`src/rtl/rr_warp_arbiter.sv`:
```
`default_nettype none
// +------------------------------------------------------------------------+
// | rr_warp_arbiter: 8-warp round-robin issue arbiter with held grant.       |
// | Optional per-warp acceptance counters under macro ARB_GRANT_CNT_EN.      |
// | Revision: 1.0                                                            |
// +------------------------------------------------------------------------+
module rr_warp_arbiter (
  input  logic       clk,
  input  logic       rst_n,
  input  logic [7:0] req,
  input  logic       flush,
  input  logic       grant_ready,
  output logic       grant_valid,
  output logic [7:0] grant,
  output logic [2:0] grant_id,
  output logic [7:0] mr_req
`ifdef ARB_GRANT_CNT_EN
  ,
  output logic [63:0] grant_cnt
`endif
);

  typedef enum logic [0:0] {
    ST_IDLE = 1'b0,
    ST_HOLD = 1'b1
  } state_e;

  state_e     state_q, state_d;
  logic [7:0] grant_q, grant_d;
  logic [2:0] grant_id_q, grant_id_d;
  logic [7:0] mr_req_q, mr_req_d;

  logic        accept;
  logic [7:0]  arb_ptr;
  logic [7:0]  arb_req;
  logic [2:0]  ptr_idx;
  logic [2:0]  start_idx;
  logic [15:0] rot_dbl;
  logic [7:0]  rot_req;
  logic        win_found;
  logic [2:0]  win_off;
  logic [2:0]  win_idx;
  logic [7:0]  win_onehot;

  assign accept = (state_q == ST_HOLD) && grant_ready;

  // On acceptance the pointer advances to the accepted warp and that warp
  // sits out the very next arbitration.
  assign arb_ptr = accept ? grant_q : mr_req_q;
  assign arb_req = accept ? (req & ~grant_q) : req;

  always_comb begin
    ptr_idx = 3'd0;
    for (int i = 0; i < 8; i++) begin
      if (arb_ptr[i]) ptr_idx = 3'(i);
    end
  end

  assign start_idx = ptr_idx + 3'd1;
  assign rot_dbl   = {arb_req, arb_req} >> start_idx;
  assign rot_req   = rot_dbl[7:0];

  always_comb begin
    win_found = 1'b0;
    win_off   = 3'd0;
    for (int i = 7; i >= 0; i--) begin
      if (rot_req[i]) begin
        win_found = 1'b1;
        win_off   = 3'(i);
      end
    end
  end

  assign win_idx    = win_off + start_idx;
  assign win_onehot = 8'd1 << win_idx;

  always_comb begin
    state_d    = state_q;
    grant_d    = grant_q;
    grant_id_d = grant_id_q;
    mr_req_d   = mr_req_q;
    case (state_q)
      ST_IDLE: begin
        if (win_found) begin
          state_d    = ST_HOLD;
          grant_d    = win_onehot;
          grant_id_d = win_idx;
        end
      end
      ST_HOLD: begin
        if (grant_ready) begin
          mr_req_d = grant_q;
          if (win_found) begin
            grant_d    = win_onehot;
            grant_id_d = win_idx;
          end else begin
            state_d    = ST_IDLE;
            grant_d    = 8'd0;
            grant_id_d = 3'd0;
          end
        end
      end
      default: begin
        state_d    = ST_IDLE;
        grant_d    = 8'd0;
        grant_id_d = 3'd0;
      end
    endcase
    // Flush drops the pending grant but a same-cycle acceptance still moves the pointer.
    if (flush) begin
      state_d    = ST_IDLE;
      grant_d    = 8'd0;
      grant_id_d = 3'd0;
    end
  end

  always_ff @(posedge clk or negedge rst_n) begin
    if (!rst_n) begin
      state_q    <= ST_IDLE;
      grant_q    <= 8'd0;
      grant_id_q <= 3'd0;
      mr_req_q   <= 8'b1000_0000;
    end else begin
      state_q    <= state_d;
      grant_q    <= grant_d;
      grant_id_q <= grant_id_d;
      mr_req_q   <= mr_req_d;
    end
  end

  assign grant_valid = (state_q == ST_HOLD);
  assign grant       = grant_q;
  assign grant_id    = grant_id_q;
  assign mr_req      = mr_req_q;

`ifdef ARB_GRANT_CNT_EN
  for (genvar g = 0; g < 8; g++) begin : g_cnt
    logic [7:0] cnt_q, cnt_d;

    always_comb begin
      cnt_d = cnt_q;
      if (accept && grant_q[g] && (cnt_q != 8'hFF)) cnt_d = cnt_q + 8'd1;
    end

    always_ff @(posedge clk or negedge rst_n) begin
      if (!rst_n) cnt_q <= 8'd0;
      else        cnt_q <= cnt_d;
    end

    assign grant_cnt[8*g +: 8] = cnt_q;
  end
`endif

endmodule
`default_nettype wire

```
`config.mk`:
```
export PLATFORM = sky130hd
export DESIGN_NAME = rr_warp_arbiter
export DESIGN_NICKNAME = d
export VERILOG_FILES = /design/src/rtl/rr_warp_arbiter.sv
export SDC_FILE = /design/constraint.sdc
export NUM_CORES = 1
export LEC_CHECK = 0
export ABC_AREA = 1
export CAP_MARGIN = 0
export CORE_ASPECT_RATIO = 0.9
export CORE_MARGIN = 8
export CORE_UTILIZATION = 55
export CTS_CLUSTER_DIAMETER = 100
export DETAILED_ROUTE_END_ITERATION = 10
export PLACE_DENSITY = 0.94
export SYNTH_ARGS = -nofsm -noshare
export SYNTH_HDL_FRONTEND = slang
export SYNTH_SLANG_ARGS = --single-unit
export TNS_END_PERCENT = 1
```
`constraint.sdc`:
```
create_clock -name clk -period 8.9 [get_ports clk]
set_clock_uncertainty 0.15 [all_clocks]
set_input_delay 0.89 -clock clk [delete_from_list [all_inputs] [get_ports clk]]
set_output_delay 0.89 -clock clk [all_outputs]
set_load 0.05 [all_outputs]
```
-- Word-level counts from Yosys, hierarchy flattened
Cells that the tools add are included.
- memories: 0
- memory bits (read-only): 0
- logic and storage cells: 55
- bits of input ports: 12
- register bits: 20
- latch bits: 0
- memory bits (writable): 0
- div/mod/pow operators: 0
- shift-type cells: 2
- muxes and demuxes: 39
- $mul: 0
- $lt $le $gt $ge: 0
- bitwise gates (word level): 3
- reductions and logical operators: 3
- add/subtract/negate cells: 2
- eq/ne operators: 2
- operators by type and width (operator ; number):
    3-bit 2-to-1 mux ; 16
    8-bit 2-to-1 mux ; 6
    8-bit one-hot mux with 2 select lines ; 1
    16-bit by 3-bit >> shifter with 8-bit output ; 1
    1-bit 2-to-1 mux ; 12
    8-bit AND ; 1
    8-bit inverter ; 1
    1-bit by 3-bit left shift with 8-bit output, first input constant ; 1
    3-bit inequality test, second input constant ; 2
    3-bit one-hot mux with 2 select lines ; 1
    2-bit 2-to-1 mux ; 2
    2-bit AND reduction ; 2
    3-bit by 1-bit adder with 3-bit output, second input constant ; 1
    3-bit adder ; 1
    1-bit one-hot mux with 2 select lines ; 1
    1-bit logical AND ; 1
    1-bit inverter ; 1

-- Longest topological paths before layout
- depth after elaboration: 25
- depth in mapped cells: 33

-- Worst setup path before layout
OpenSTA, ideal clock, no wires.
- path kind: in2reg
- start: input grant_ready
- end: register grant_q[0], in the netlist grant[0]
- data arrival time: 4315 ps
- path slack: 4317 ps
- cell stages on the path: 31
- data required time: 8632 ps
- cell sequence: nand2_2 -> buf_6 -> nand2_2 -> nand2_2 -> clkinv_1 -> nand2_1 -> nand2_1 -> nand2_1 -> nand2_2 -> nand2_4 -> nand2_4 -> buf_12 -> ha_1 -> clkbuf_1 -> inv_2 -> nand3_1 -> nand3_1 -> a21oi_1 -> o21ai_0 -> nand2_1 -> nand2_1 -> a21boi_0 -> ha_1 -> inv_1 -> fa_1 -> xor2_1 -> nand3b_1 -> nand2_1 -> inv_1 -> nand3_1 -> nand2_1
- cells in the longest elaborated chain, start to end: 25
- ends and longest elaborated chain (item ; line ; text):
    start, declared ; 12 ; input logic grant_ready,
    1-bit logical AND ; 45 ; assign accept = (state_q == ST_HOLD) && grant_ready;
    8-bit 2-to-1 mux ; 49 ; assign arb_ptr = accept ? grant_q : mr_req_q;
    1-bit 2-to-1 mux ; 55 ; if (arb_ptr[i]) ptr_idx = 3'(i);
    2-bit 2-to-1 mux (2 in series) ; 55 ;
    3-bit 2-to-1 mux (4 in series) ; 55 ;
    3-bit by 1-bit adder with 3-bit output ; 59 ; assign start_idx = ptr_idx + 3'd1;
    16-bit by 3-bit >> shifter with 8-bit output ; 60 ; assign rot_dbl = {arb_req, arb_req} >> start_idx;
    3-bit 2-to-1 mux (8 in series) ; 67 ; if (rot_req[i]) begin
    3-bit adder ; 74 ; assign win_idx = win_off + start_idx;
    1-bit by 3-bit left shift with 8-bit output ; 75 ; assign win_onehot = 8'd1 << win_idx;
    8-bit 2-to-1 mux ; 93 ; if (win_found) begin
    8-bit 2-to-1 mux ; 91 ; if (grant_ready) begin
    8-bit one-hot mux with 2 select lines ; 82 ; case (state_q)
    8-bit 2-to-1 mux ; 110 ; if (flush) begin
    end signal, assigned ; 125 ; grant_q <= grant_d;
    end, declared ; 29 ; logic [7:0] grant_q, grant_d;
Several ways; a longest one is shown, not always the timed one. The select of a mux whose other input is x is not followed.
A chain may end at the register's enable or synchronous reset.

-- Worst setup path after layout
- start: input grant_ready
- end: register grant_q[5], in the netlist grant[5]
Same word-level chain as after synthesis.

==> run summary <==
The run gives 0 as the remaining number of nets flagged by the antenna check after routing. The later pin in the worst-skew pair is clocked with a latency of 300 ps. The number of clock sinks seen by CTS is 20. For this design, the CTS-stage hold fixing added 0 buffers. The unique cell type count in the Yosys netlist came out at 32.

The run gives 0 as the total of max-cap violations. Across the whole layout, storage elements account for 501.7 um2. STA classifies the critical path endpoint as a register.

The run gives 181.8 MHz as the timing-limited maximum frequency. The share of flip-flops with an asynchronous set or reset was 100.0%; the number of instances in the synthesized netlist was 220. The region available for standard cell placement spans 2748 um2. In this run, synthesis inferred 0 flip-flops with an integrated enable. The area of all placed cells without fillers came out at 1926 um2. The area share of the leading cell type in the synthesized netlist is 30.18%, and the number of top-level design ports is 32.

The repair_antennas step left the layout with diodes totalling 0. The shortest clock period the worst path allows after layout works out to 5501 ps. By area the synthesized netlist is led by sky130_fd_sc_hd__dfrtp_1 (30%), sky130_fd_sc_hd__nand2_1 (15%), sky130_fd_sc_hd__nand3_1 (14%). The post-route worst setup slack was 3399 ps; the mean post-synth cell area was 7.160 um2. Buffers added to address setup during post-CTS repair amount to 0. Entering global routing, the biggest net connects 21 pins. The floorplan step set the die height to 66.77 um. The filler cells instantiated in the layout total 242.

The logs give 1889 um2 for the post-place instance area and 0 for the number of hold-slack violations in the final timing report. The dominant synthesized flop cell was sky130_fd_sc_hd__dfrtp_1. The starting density of the core was 57.33%; the clock input transition at the sequential cells of the worst setup and hold paths was 110 ps.

The setup violation total in the final timing report was 0; the final number of max-transition violations was 0. The run gives 31.85% as the sequential share of the synthesized area. In the routed design, unresolved DRC markers number 0. Summed over all nets, the half-perimeter wirelength after detailed placement is 3180 um.

Counting every net in the synthesized netlist gives 235. The number of clock buffers inserted by TritonCTS was 3. The post-placement setup slack is 3214 ps, and the count of input and output buffers is 31. Headroom to the max-slew limit came out at 43.43%. During synthesis, Yosys emitted a total of 0 warnings. Routability-driven placement finished with a final weighted congestion of 0.8772. The final critical-path share of the clock period was 61.81%; the number of iterations in the first detailed-routing pass was 4. TritonCTS built the clock tree.

The final global-route overflow total was 0. The largest total area in the synthesized netlist belongs to sky130_fd_sc_hd__dfrtp_1. The die outline area is 4835 um2. In this run the most critical hold path is launched from grant_id[0]. The logs give 5570 ps for the worst endpoint data arrival time and 4040 um for the routed wire length. The worst register-to-register path begins at grant_valid. The setup TNS after final layout was 0 ps; the worst-case clock buffer depth was 2. The critical path class is primary input to register. In the final layout, the multi-input gates occupy 922.1 um2.

The run gives 0 as the number of antenna violations at the first check in global routing. The CTS H-tree depth came out at 1. The cell area that synthesis handed to floorplanning was 1575 um2.

The run gives 354.3 ps as the worst hold slack across all endpoints. The root buffer cell was sky130_fd_sc_hd__clkbuf_4. The via count of the first global-routing pass came out at 1536. Dividing the detail-routed via count by the number of cells gives 5.522.

Relative to the synthesized area, the layout overhead comes to 22.24%. The die span in x is 72.41 um. The overall track demand over capacity in global routing was 17.64%.

The start point of the critical path was grant_ready. Startpoint type of the worst setup path: a primary input. The fraction of layout cells with a size suffix above 1 works out to 15.54%. Worst hold path class: register to register. The detailed-route via count is 1607, and the maximum fanout along the worst path is 11. The final layout contains 267 nets.

The tools report the floorplan row count as 18. The flow ran to the end, and the final reports show no timing, DRC or antenna violations. In the final routed layout, each cell accounts on average for 13.88 um.

After synthesis the netlist holds a flip-flop and latch count of 20. Setup repair after global routing left no endpoint under its margin. For the pin with the worst max-slew slack, the measured transition is 846.0 ps. Post-CTS repair changed the size of 0 cells. For the worst setup path, the data required time is 8960 ps. After the first detailed-routing iteration, the DRC count stood at 137.

The global-route wire length before repair was 6989 um.
## worst max-delay path, stage by stage
cell and delay [ps]:
sky130_fd_sc_hd__clkdlybuf4s50_1 590, sky130_fd_sc_hd__nand2_2 220, sky130_fd_sc_hd__inv_2 200, sky130_fd_sc_hd__nand2_1 120, sky130_fd_sc_hd__o21ai_2 100, sky130_fd_sc_hd__inv_1 60, sky130_fd_sc_hd__nand2_1 80, sky130_fd_sc_hd__nand2_2 60
sky130_fd_sc_hd__nand2_4 120, sky130_fd_sc_hd__nand2_4 120, sky130_fd_sc_hd__ha_1 460, sky130_fd_sc_hd__inv_2 230, sky130_fd_sc_hd__nand3_1 140, sky130_fd_sc_hd__nand3_1 100, sky130_fd_sc_hd__nand2_1 100, sky130_fd_sc_hd__a21oi_1 130
sky130_fd_sc_hd__o21ai_0 80, sky130_fd_sc_hd__nand2_1 60, sky130_fd_sc_hd__nand2_1 50, sky130_fd_sc_hd__a21boi_0 170, sky130_fd_sc_hd__ha_1 170, sky130_fd_sc_hd__inv_1 50, sky130_fd_sc_hd__fa_1 370, sky130_fd_sc_hd__xor2_1 180
sky130_fd_sc_hd__nand3b_1 170, sky130_fd_sc_hd__nand2_1 170, sky130_fd_sc_hd__inv_1 130, sky130_fd_sc_hd__o21ai_0 220
## flip-flops by register name, indices dropped and copies added, names as in the netlist
register and count:
grant_id 3, mr_req 8, grant 8, grant_valid 1
## synthesized netlist by cell type, types with 2 or more instances
library cell	n
sky130_fd_sc_hd__o21ai_2	4
sky130_fd_sc_hd__inv_2	6
sky130_fd_sc_hd__ha_1	2
sky130_fd_sc_hd__nand2_1	62
sky130_fd_sc_hd__buf_6	2
sky130_fd_sc_hd__nand2_2	14
sky130_fd_sc_hd__nor2_1	7
sky130_fd_sc_hd__nand2_4	5
sky130_fd_sc_hd__nand3_1	45
sky130_fd_sc_hd__o21ai_0	9
sky130_fd_sc_hd__dfrtp_1	19
sky130_fd_sc_hd__a21oi_1	2
sky130_fd_sc_hd__o2111ai_1	2
sky130_fd_sc_hd__o21ai_1	3
sky130_fd_sc_hd__inv_1	21
## worst paths after layout
| check | endpoint | slack, ps | cells after the start |
|---|---|---|---|
| worst max-delay path | grant[5] | 3400 | 28 |
| worst min-delay path | grant_id[0] | 350 | 2 |
| worst max register to register | grant[5] | 4150 | 27 |
| worst min register to register | grant_id[0] | 350 | 2 |
| max in group asynchronous | grant[7] | 7170 | 1 |
| min in group asynchronous | grant[0] | 920 | 1 |
## routing by layer
metal	global-route usage (%)	part of all wire (%)
met5	0	0
met4	4.738	1.5
met3	1.499	4.4
met2	30.29	49
met1	23.21	45
## cell type report
cell class	count	share of cell area, %
multi-input combinational	168	47.89
sequential	20	26.06
timing repair buffer	31	16.11
inverter	28	5.458
tap	40	2.599
clock buffer	4	1.884
## per-stage QoR
stage                     util (%)  std cells
after floorplan                  -        220
final                        70.08        291
after detailed placement     68.76        287
after global routing         70.08        291
after global placement       68.76        287
after CTS                    70.08        291
## cells by family after synthesis
family	share of synthesized area [%]
xor gates and xnor gates	2.304
adders and majority gates	2.859
AOI/OAI and AO/OA	9.611
and+or+nand+nor	43.77
buffers and inverters	9.610
DFF	31.85
## layout by cell type, fill, tap and decap left out, types with 5 or more instances in the layout
master                            count
sky130_fd_sc_hd__nand2_4              5
sky130_fd_sc_hd__nand3_1             45
sky130_fd_sc_hd__dfrtp_1             19
sky130_fd_sc_hd__inv_2                6
sky130_fd_sc_hd__nand2_1             62
sky130_fd_sc_hd__nor2_1               7
sky130_fd_sc_hd__inv_1               21
sky130_fd_sc_hd__o21ai_0              9
sky130_fd_sc_hd__clkdlybuf4s50_1     31
sky130_fd_sc_hd__nand2_2             14
Power is not shown: default switching activity piles up to over one toggle a cycle in this logic, so the estimate is an artifact.
